==> src/rtl/bcd_arith_if.sv <==
// bcd_arith_if: operand/result bundle between the control FSM and the BCD arithmetic stage.
//   start      : one-cycle strobe that starts an operation
//   op         : 00 add, 01 subtract, 10 multiply, 11 invalid
//   a_bcd/b_bcd: operands, digit 0 (units) in bits [3:0]
//   busy/done  : stage busy, one-cycle completion pulse
//   result_bcd : result magnitude; negative/overflow/error flags
interface bcd_arith_if #(
  parameter int unsigned NDIGITS = 3
);
  logic                   start;
  logic [1:0]             op;
  logic [4*NDIGITS-1:0]   a_bcd;
  logic [4*NDIGITS-1:0]   b_bcd;
  logic                   busy;
  logic                   done;
  logic [4*NDIGITS-1:0]   result_bcd;
  logic                   negative;
  logic                   overflow;
  logic                   error;

  modport master (
    output start, op, a_bcd, b_bcd,
    input  busy, done, result_bcd, negative, overflow, error
  );

  modport slave (
    input  start, op, a_bcd, b_bcd,
    output busy, done, result_bcd, negative, overflow, error
  );
endinterface

==> src/rtl/bcd_arith_unit.sv <==
// bcd_arith_unit: digit-serial BCD add / subtract / multiply, one digit per clock.
//   i_clock : system clock, rising edge
//   i_reset : synchronous active-high reset
//   io_bus  : bcd_arith_if slave (start/op/operands in, busy/done/result/flags out)
// Multiply is repeated addition of A into an accumulator, B times.
module bcd_arith_unit #(
  parameter int unsigned NDIGITS = 3
) (
  input  logic       i_clock,
  input  logic       i_reset,
  bcd_arith_if.slave io_bus
);
  localparam int unsigned W  = 4 * NDIGITS;
  localparam int unsigned IW = (NDIGITS > 1) ? $clog2(NDIGITS) : 1;
  localparam logic [IW-1:0] LastIdx  = IW'(NDIGITS - 1);
  localparam logic [W-1:0]  AllNines = {NDIGITS{4'h9}};
  localparam logic [1:0] OpAdd = 2'b00;
  localparam logic [1:0] OpSub = 2'b01;
  localparam logic [1:0] OpMul = 2'b10;

  typedef enum logic [2:0] {StIdle, StCheck, StCmp, StDigit, StMtest, StFin} state_e;

  state_e          r_state, w_state_next;
  logic [W-1:0]    r_a, w_a_next;
  logic [W-1:0]    r_b, w_b_next;
  logic [1:0]      r_op, w_op_next;
  logic [W-1:0]    r_acc, w_acc_next;
  logic [W-1:0]    r_cnt, w_cnt_next;
  logic [IW-1:0]   r_idx, w_idx_next;
  logic            r_carry, w_carry_next;
  logic            r_swap, w_swap_next;
  logic [W-1:0]    r_res, w_res_next;
  logic            r_neg, w_neg_next;
  logic            r_ovf, w_ovf_next;
  logic            r_err, w_err_next;

  int              w_base;
  logic [3:0]      w_x, w_y, w_dig;
  logic [4:0]      w_t;
  logic            w_cout;
  logic [W-1:0]    w_acc_dig;
  logic [W-1:0]    w_cnt_dec;
  logic            w_dec_borrow;
  logic            w_bad;

  always_comb begin
    w_state_next = r_state;
    w_a_next     = r_a;
    w_b_next     = r_b;
    w_op_next    = r_op;
    w_acc_next   = r_acc;
    w_cnt_next   = r_cnt;
    w_idx_next   = r_idx;
    w_carry_next = r_carry;
    w_swap_next  = r_swap;
    w_res_next   = r_res;
    w_neg_next   = r_neg;
    w_ovf_next   = r_ovf;
    w_err_next   = r_err;

    // One digit of add/sub; multiply adds A into the accumulator digit.
    w_base = int'(r_idx) * 4;
    w_x    = (r_op == OpMul) ? r_acc[w_base +: 4] : r_a[w_base +: 4];
    w_y    = (r_op == OpMul) ? r_a[w_base +: 4]   : r_b[w_base +: 4];
    w_cout = 1'b0;
    if (r_op == OpSub) begin
      w_t = {1'b0, w_y} + {4'b0, r_carry};
      if ({1'b0, w_x} < w_t) begin
        w_dig  = 4'({1'b0, w_x} + 5'd10 - w_t);
        w_cout = 1'b1;
      end else begin
        w_dig = 4'({1'b0, w_x} - w_t);
      end
    end else begin
      w_t = {1'b0, w_x} + {1'b0, w_y} + {4'b0, r_carry};
      if (w_t > 5'd9) begin
        w_dig  = 4'(w_t - 5'd10);
        w_cout = 1'b1;
      end else begin
        w_dig = w_t[3:0];
      end
    end
    w_acc_dig = r_acc;
    w_acc_dig[w_base +: 4] = w_dig;

    // BCD decrement of the multiply counter (100 -> 099).
    w_cnt_dec    = r_cnt;
    w_dec_borrow = 1'b1;
    for (int i = 0; i < NDIGITS; i++) begin
      if (w_dec_borrow) begin
        if (r_cnt[i*4 +: 4] == 4'd0) begin
          w_cnt_dec[i*4 +: 4] = 4'd9;
        end else begin
          w_cnt_dec[i*4 +: 4] = r_cnt[i*4 +: 4] - 4'd1;
          w_dec_borrow        = 1'b0;
        end
      end
    end

    w_bad = (r_op == 2'b11);
    for (int i = 0; i < NDIGITS; i++) begin
      if (r_a[i*4 +: 4] > 4'd9 || r_b[i*4 +: 4] > 4'd9) w_bad = 1'b1;
    end

    unique case (r_state)
      StIdle: begin
        if (io_bus.start) begin
          w_a_next     = io_bus.a_bcd;
          w_b_next     = io_bus.b_bcd;
          w_op_next    = io_bus.op;
          w_swap_next  = 1'b0;
          w_state_next = StCheck;
        end
      end
      StCheck: begin
        w_idx_next   = '0;
        w_carry_next = 1'b0;
        w_acc_next   = '0;
        w_cnt_next   = r_b;
        if (w_bad) begin
          w_res_next   = '0;
          w_neg_next   = 1'b0;
          w_ovf_next   = 1'b0;
          w_err_next   = 1'b1;
          w_state_next = StFin;
        end else if (r_op == OpAdd) begin
          w_state_next = StDigit;
        end else if (r_op == OpSub) begin
          w_state_next = StCmp;
        end else begin
          w_state_next = StMtest;
        end
      end
      StCmp: begin
        // Valid BCD orders the same as plain binary, so a binary compare suffices.
        if (r_a < r_b) begin
          w_a_next    = r_b;
          w_b_next    = r_a;
          w_swap_next = 1'b1;
        end
        w_state_next = StDigit;
      end
      StDigit: begin
        w_acc_next   = w_acc_dig;
        w_carry_next = w_cout;
        w_idx_next   = r_idx + 1'b1;
        if (r_idx == LastIdx) begin
          if (w_cout && r_op != OpSub) begin
            w_res_next   = AllNines;
            w_neg_next   = 1'b0;
            w_ovf_next   = 1'b1;
            w_err_next   = 1'b0;
            w_state_next = StFin;
          end else if (r_op == OpMul) begin
            w_state_next = StMtest;
          end else begin
            w_res_next   = w_acc_dig;
            w_neg_next   = r_swap && (w_acc_dig != '0);
            w_ovf_next   = 1'b0;
            w_err_next   = 1'b0;
            w_state_next = StFin;
          end
        end
      end
      StMtest: begin
        if (r_cnt == '0) begin
          w_res_next   = r_acc;
          w_neg_next   = 1'b0;
          w_ovf_next   = 1'b0;
          w_err_next   = 1'b0;
          w_state_next = StFin;
        end else begin
          w_cnt_next   = w_cnt_dec;
          w_idx_next   = '0;
          w_carry_next = 1'b0;
          w_state_next = StDigit;
        end
      end
      StFin: begin
        w_state_next = StIdle;
      end
      default: begin
        w_state_next = StIdle;
      end
    endcase
  end

  always_ff @(posedge i_clock) begin
    if (i_reset) begin
      r_state <= StIdle;
      r_a     <= '0;
      r_b     <= '0;
      r_op    <= '0;
      r_acc   <= '0;
      r_cnt   <= '0;
      r_idx   <= '0;
      r_carry <= 1'b0;
      r_swap  <= 1'b0;
      r_res   <= '0;
      r_neg   <= 1'b0;
      r_ovf   <= 1'b0;
      r_err   <= 1'b0;
    end else begin
      r_state <= w_state_next;
      r_a     <= w_a_next;
      r_b     <= w_b_next;
      r_op    <= w_op_next;
      r_acc   <= w_acc_next;
      r_cnt   <= w_cnt_next;
      r_idx   <= w_idx_next;
      r_carry <= w_carry_next;
      r_swap  <= w_swap_next;
      r_res   <= w_res_next;
      r_neg   <= w_neg_next;
      r_ovf   <= w_ovf_next;
      r_err   <= w_err_next;
    end
  end

  assign io_bus.busy       = (r_state != StIdle);
  assign io_bus.done       = (r_state == StFin);
  assign io_bus.result_bcd = r_res;
  assign io_bus.negative   = r_neg;
  assign io_bus.overflow   = r_ovf;
  assign io_bus.error      = r_err;
endmodule
==> src/flat_wrapper.sv <==
// flat-port wrapper written by rule: the top's interface ports become plain ports
module bcd_arith_unit_flat 
#(
  parameter int unsigned NDIGITS = 3
)
  (i_clock, i_reset, io_bus_start, io_bus_op, io_bus_a_bcd, io_bus_b_bcd, io_bus_busy, io_bus_done, io_bus_result_bcd, io_bus_negative, io_bus_overflow, io_bus_error);
  bcd_arith_if #(.NDIGITS(NDIGITS)) io_bus_i ();
  input  logic i_clock;
  input  logic i_reset;
  input wire logic [$bits(io_bus_i.start)-1:0] io_bus_start;
  input wire logic [$bits(io_bus_i.op)-1:0] io_bus_op;
  input wire logic [$bits(io_bus_i.a_bcd)-1:0] io_bus_a_bcd;
  input wire logic [$bits(io_bus_i.b_bcd)-1:0] io_bus_b_bcd;
  output wire logic [$bits(io_bus_i.busy)-1:0] io_bus_busy;
  output wire logic [$bits(io_bus_i.done)-1:0] io_bus_done;
  output wire logic [$bits(io_bus_i.result_bcd)-1:0] io_bus_result_bcd;
  output wire logic [$bits(io_bus_i.negative)-1:0] io_bus_negative;
  output wire logic [$bits(io_bus_i.overflow)-1:0] io_bus_overflow;
  output wire logic [$bits(io_bus_i.error)-1:0] io_bus_error;
  assign io_bus_i.start = io_bus_start;
  assign io_bus_i.op = io_bus_op;
  assign io_bus_i.a_bcd = io_bus_a_bcd;
  assign io_bus_i.b_bcd = io_bus_b_bcd;
  assign io_bus_busy = io_bus_i.busy;
  assign io_bus_done = io_bus_i.done;
  assign io_bus_result_bcd = io_bus_i.result_bcd;
  assign io_bus_negative = io_bus_i.negative;
  assign io_bus_overflow = io_bus_i.overflow;
  assign io_bus_error = io_bus_i.error;
  bcd_arith_unit #(.NDIGITS(NDIGITS)) u_core (.i_clock(i_clock), .i_reset(i_reset), .io_bus(io_bus_i));
endmodule
==> config.mk <==
export PLATFORM = sky130hd
export DESIGN_NAME = bcd_arith_unit_flat
export DESIGN_NICKNAME = d
export VERILOG_FILES = /design/src/rtl/bcd_arith_if.sv /design/src/rtl/bcd_arith_unit.sv /design/src/flat_wrapper.sv
export SDC_FILE = /design/constraint.sdc
export NUM_CORES = 1
export LEC_CHECK = 0
export CAP_MARGIN = 15
export CORE_MARGIN = 1.5
export CORE_UTILIZATION = 59
export DETAILED_ROUTE_END_ITERATION = 7
export GPL_ROUTABILITY_DRIVEN = 0
export GPL_TIMING_DRIVEN = 1
export HOLD_SLACK_MARGIN = 0.12
export PLACE_DENSITY_LB_ADDON = 0.05
export SKIP_CTS_REPAIR_TIMING = 1
export SYNTH_ARGS = -nofsm -noshare
export SYNTH_HDL_FRONTEND = slang
export SYNTH_SLANG_ARGS = --single-unit
==> constraint.sdc <==
create_clock -name i_clock -period 6.5 [get_ports i_clock]
set_input_delay 0.975 -clock i_clock [delete_from_list [all_inputs] [get_ports i_clock]]
set_output_delay 0.975 -clock i_clock [all_outputs]
set_load 0.02 [all_outputs]
==> results.rst <==
.. list-table::
   :header-rows: 1

   * - Metric
     - Value
   * - Critical path data required time
     - 6730 ps
   * - Number of nets in the synthesized netlist
     - 710
   * - Dominant synthesized flop cell
     - sky130_fd_sc_hd__dfxtp_1
   * - Layout Area Growth over Synthesis
     - 13.7%
   * - Sink of the worst hold path
     - u_core.io_bus.overflow$_SDFFE_PP0P_
   * - Min-delay worst type
     - flip-flop to flip-flop
   * - Number of DRC violations after detailed routing
     - 0
   * - Post-layout min period
     - 5260 ps
   * - Warning count from the yosys run
     - 0
   * - Number of levels the H-tree was split into
     - 3
   * - Nets@finish
     - 731
   * - Setup Skew
     - 7.79 ps
   * - Flip-flop and latch count after synthesis
     - 72
   * - Number of failing hold endpoints at the final stage
     - 0
   * - Reg-to-reg critical path startpoint
     - u_core.r_idx[1]$_SDFFE_PP0P_
   * - Critical Path Sink Type
     - flip-flop
   * - Total die area
     - 0.00905 mm²
   * - Syn Inst Count
     - 647
   * - Initial antenna violation count
     - 0
   * - Part of the cycle the worst path needs
     - 80.9%
   * - Largest net degree at the start of global routing
     - 73
   * - Worst min-delay path startpoint
     - u_core.io_bus.overflow$_SDFFE_PP0P_
   * - Count of fill cells added during filler insertion
     - 703
   * - TritonCTS clock tree
     - done
   * - Number of clock buffers inserted by TritonCTS
     - 9
   * - Leading cell type in the layout, fill and taps excluded
     - sky130_fd_sc_hd__nor2_1
   * - Floorplan Core Area
     - 0.00822 mm²
   * - Category of the most critical setup path
     - flip-flop to flip-flop
   * - Clk Latency, worst-skew pair
     - 360 ps
   * - Max-slew violation count
     - 0
   * - Max transition margin
     - 29.0%
   * - Sequential cell area
     - 0.00144 mm²
   * - Largest fanout on the critical path
     - 26
   * - Commonest non-fill, non-tap cells in the layout
     - sky130_fd_sc_hd__nor2_1 (78), sky130_fd_sc_hd__dfxtp_1 (72), sky130_fd_sc_hd__a21oi_1 (65)
   * - Combined area of the multi-input logic cells
     - 0.00325 mm²
   * - # Max-Cap Violations
     - 0
   * - Global-route wire length before repair
     - 22.9 mm
   * - Vert. Die Dim
     - 95.1 µm
   * - Status
     - finished clean
   * - Buffer levels on the longest clock path
     - 2
   * - Number of I/O port buffers
     - 45
   * - Root Buffer Master
     - sky130_fd_sc_hd__clkbuf_8
   * - Count of cells along the worst hold path
     - 2
   * - Post-route non-filler standard cell count
     - 778
   * - Detailed Route WL
     - 14.1 mm
   * - Count of endpoints failing setup in the final report
     - 0
   * - Arrival time worst endpoint
     - 5490 ps
   * - Mean cell area of the mapped netlist
     - 7.74 µm²
   * - Global-route usage over all layers
     - 32.7%
   * - Synthesized area
     - 0.00501 mm²
   * - Unrepaired setup endpoints after global routing
     - false
   * - Placed wire-length estimate
     - 10.2 mm
   * - Number of cells on the worst reg-to-reg path
     - 16
   * - Number of distinct library cells after synthesis
     - 67
   * - Kind of launch point of the worst setup path
     - flip-flop
   * - Transition time of the tightest slew-check pin
     - 1060 ps
   * - Aggregate global routing overflow
     - 0
   * - Routed len/inst
     - 18.2 µm
   * - Horizontal die dimension
     - 95.1 µm
   * - Number of global-route vias before repair
     - 4668
   * - Cell total after placement
     - 762
   * - DR vias/cell
     - 6.40
   * - Yosys top cell by area
     - sky130_fd_sc_hd__dfxtp_1
   * - Ranking of synthesized cells by area
     - sky130_fd_sc_hd__dfxtp_1 (29%), sky130_fd_sc_hd__ha_1 (7.5%), sky130_fd_sc_hd__a21oi_1 (6.5%)
   * - Peak clock frequency supported by timing
     - 190 MHz
   * - Leak pwr
     - 2.14 nW
   * - Drt first-iter violations
     - 439
   * - Ports placed on the boundary
     - 46
   * - Fraction of layout instances using a drive strength above 1
     - 8.32%
   * - Power density normalized to cell area
     - 624 mW/mm²
   * - Worst VDD drop
     - 296 µV
   * - Post-synth EDFFs
     - 0
   * - Initial core utilization
     - 60.9%
   * - Portion of synthesized cell area occupied by the leading cell type
     - 28.8%
   * - Clock transition at the registers of the reported paths
     - 80 ps
   * - Vias after detailed routing
     - 4977
   * - Residual antenna-violating net count after detailed routing
     - 0
   * - Diodes inserted
     - 0
   * - Endpoint of the most critical register-to-register path
     - u_core.io_bus.negative$_SDFFE_PP0P_
   * - Row count
     - 33
   * - Number of sinks handled by clock tree synthesis
     - 72
   * - Setup Total Neg Slack
     - 0 ps
   * - Register-to-register setup slack
     - 1240 ps
   * - Async set or reset register ratio after synthesis
     - 0%
   * - Share of synthesized area occupied by flip-flops and latches
     - 28.8%
   * - Pre-antenna DRT Iters
     - 6
## per-stage QoR
| step | setup WS, ps | hold WS (ps) | power, mW | instance area, µm² | utilization (%) |
|---|---|---|---|---|---|
| after floorplan | 1950 | 446 | 2.51 | 5010 | - |
| after global placement | 1490 | 446 | 3.00 | 5450 | 66.3 |
| after detailed placement | 1320 | 445 | 3.07 | 5450 | 66.3 |
| after CTS | 1300 | 457 | 3.52 | 5690 | 69.3 |
| after global routing | 904 | 472 | 3.84 | 5690 | 69.3 |
| final | 1240 | 453 | 3.55 | 5690 | 69.3 |
## layer usage
metal	up-vias	GRT usage [%]	share of wire (%)
met3	38	6.14	6.4
met2	228	53.8	47
li1	2385	-	-
met4	0	14.1	3.6
met1	2326	41.6	43
met5	-	0	0
## power breakdown
part	internal, mW	switching (mW)
clock	0.257	0.184
sequential	0.587	0.174
combinational	0.935	1.41
total	1.78	1.77
## kinds of logic (layout without fill, tap and decap cells)
logic type | count (synthesis) | count (layout) | synth area share [%]
AO/OA/AOI/OAI | 199 | 199 | 26.8
buffers and inverters | 76 | 102 | 6.45
flip-flops | 72 | 72 | 28.8
multiplexers | 27 | 27 | 5.75
XOR/XNOR | 6 | 6 | 1.05
AND/OR/NAND/NOR | 233 | 233 | 22.1
adder cells (fa/ha/maj) | 34 | 34 | 9.10
## registers in the layout, indices dropped and copies added, names as in the netlist, 2 cells and up
name and count:
u_core.io_bus.result_bcd 12, u_core.r_a 12, u_core.r_acc 12, u_core.r_b 12
u_core.r_cnt 12, u_core.r_state 3, u_core.r_idx 2, u_core.r_op 2
## Yosys cell counts (all sizes together) (3+ instances only)
library cell   n
fa             4
xor2           3
a21oi         65
a21o          11
mux2          14
a211oi        23
xnor2          3
nor4           4
and3           4
inv           35
nand3         10
a211o          3
o21a           7
a31oi          5
mux2i         13
o21ai         31
nor2          78
or3            3
nand4          3
nand2         47
a311oi         3
buf           19
a221oi         4
and2           3
dfxtp         72
clkbuf        22
nor3b          3
a22oi         13
or2            3
nor2b         10
nand2b         5
nor3          54
o22ai         15
ha            30
## cell type report
type	count	area share [%]
Timing Repair Buffer	51	8.62
Clock buffer	10	2.24
Inverter	35	2.31
Tap cell	105	2.31
Sequential cell	72	25.3
Multi-Input combinational cell	499	57.2
Clock inverter	6	2.02
## critical path, cell delays in order (launching register included)
cell and delay (ps):
sky130_fd_sc_hd__dfxtp_1 1020, sky130_fd_sc_hd__mux2_2 420, sky130_fd_sc_hd__a221o_1 290, sky130_fd_sc_hd__o21ai_0 160
sky130_fd_sc_hd__inv_1 110, sky130_fd_sc_hd__fa_1 450, sky130_fd_sc_hd__fa_1 420, sky130_fd_sc_hd__xnor2_1 190
sky130_fd_sc_hd__ha_1 250, sky130_fd_sc_hd__nor2b_1 150, sky130_fd_sc_hd__o41a_1 470, sky130_fd_sc_hd__a31oi_1 190
sky130_fd_sc_hd__nor2_1 70, sky130_fd_sc_hd__or2_1 440, sky130_fd_sc_hd__nand2_1 180, sky130_fd_sc_hd__nor4b_2 210
sky130_fd_sc_hd__a31oi_1 120
## worst max path at each step
stage / from / end / slack, ps / cells after the start
floorplan: u_core.r_idx[1]$_SDFFE_PP0P_ / u_core.io_bus.result_bcd[0]$_SDFFE_PP0P_ / 1950 / 20
global placement: u_core.r_idx[1]$_SDFFE_PP0P_ / u_core.io_bus.negative$_SDFFE_PP0P_ / 1490 / 16
detailed placement: u_core.r_idx[1]$_SDFFE_PP0P_ / u_core.io_bus.negative$_SDFFE_PP0P_ / 1320 / 16
CTS: u_core.r_idx[1]$_SDFFE_PP0P_ / u_core.io_bus.result_bcd[5]$_SDFFE_PP0P_ / 1300 / 15
global route: u_core.r_idx[1]$_SDFFE_PP0P_ / u_core.io_bus.negative$_SDFFE_PP0P_ / 900 / 16
finish: u_core.r_idx[1]$_SDFFE_PP0P_ / u_core.io_bus.negative$_SDFFE_PP0P_ / 1240 / 16
No activity file was read; power rests on OpenSTA's default activity.
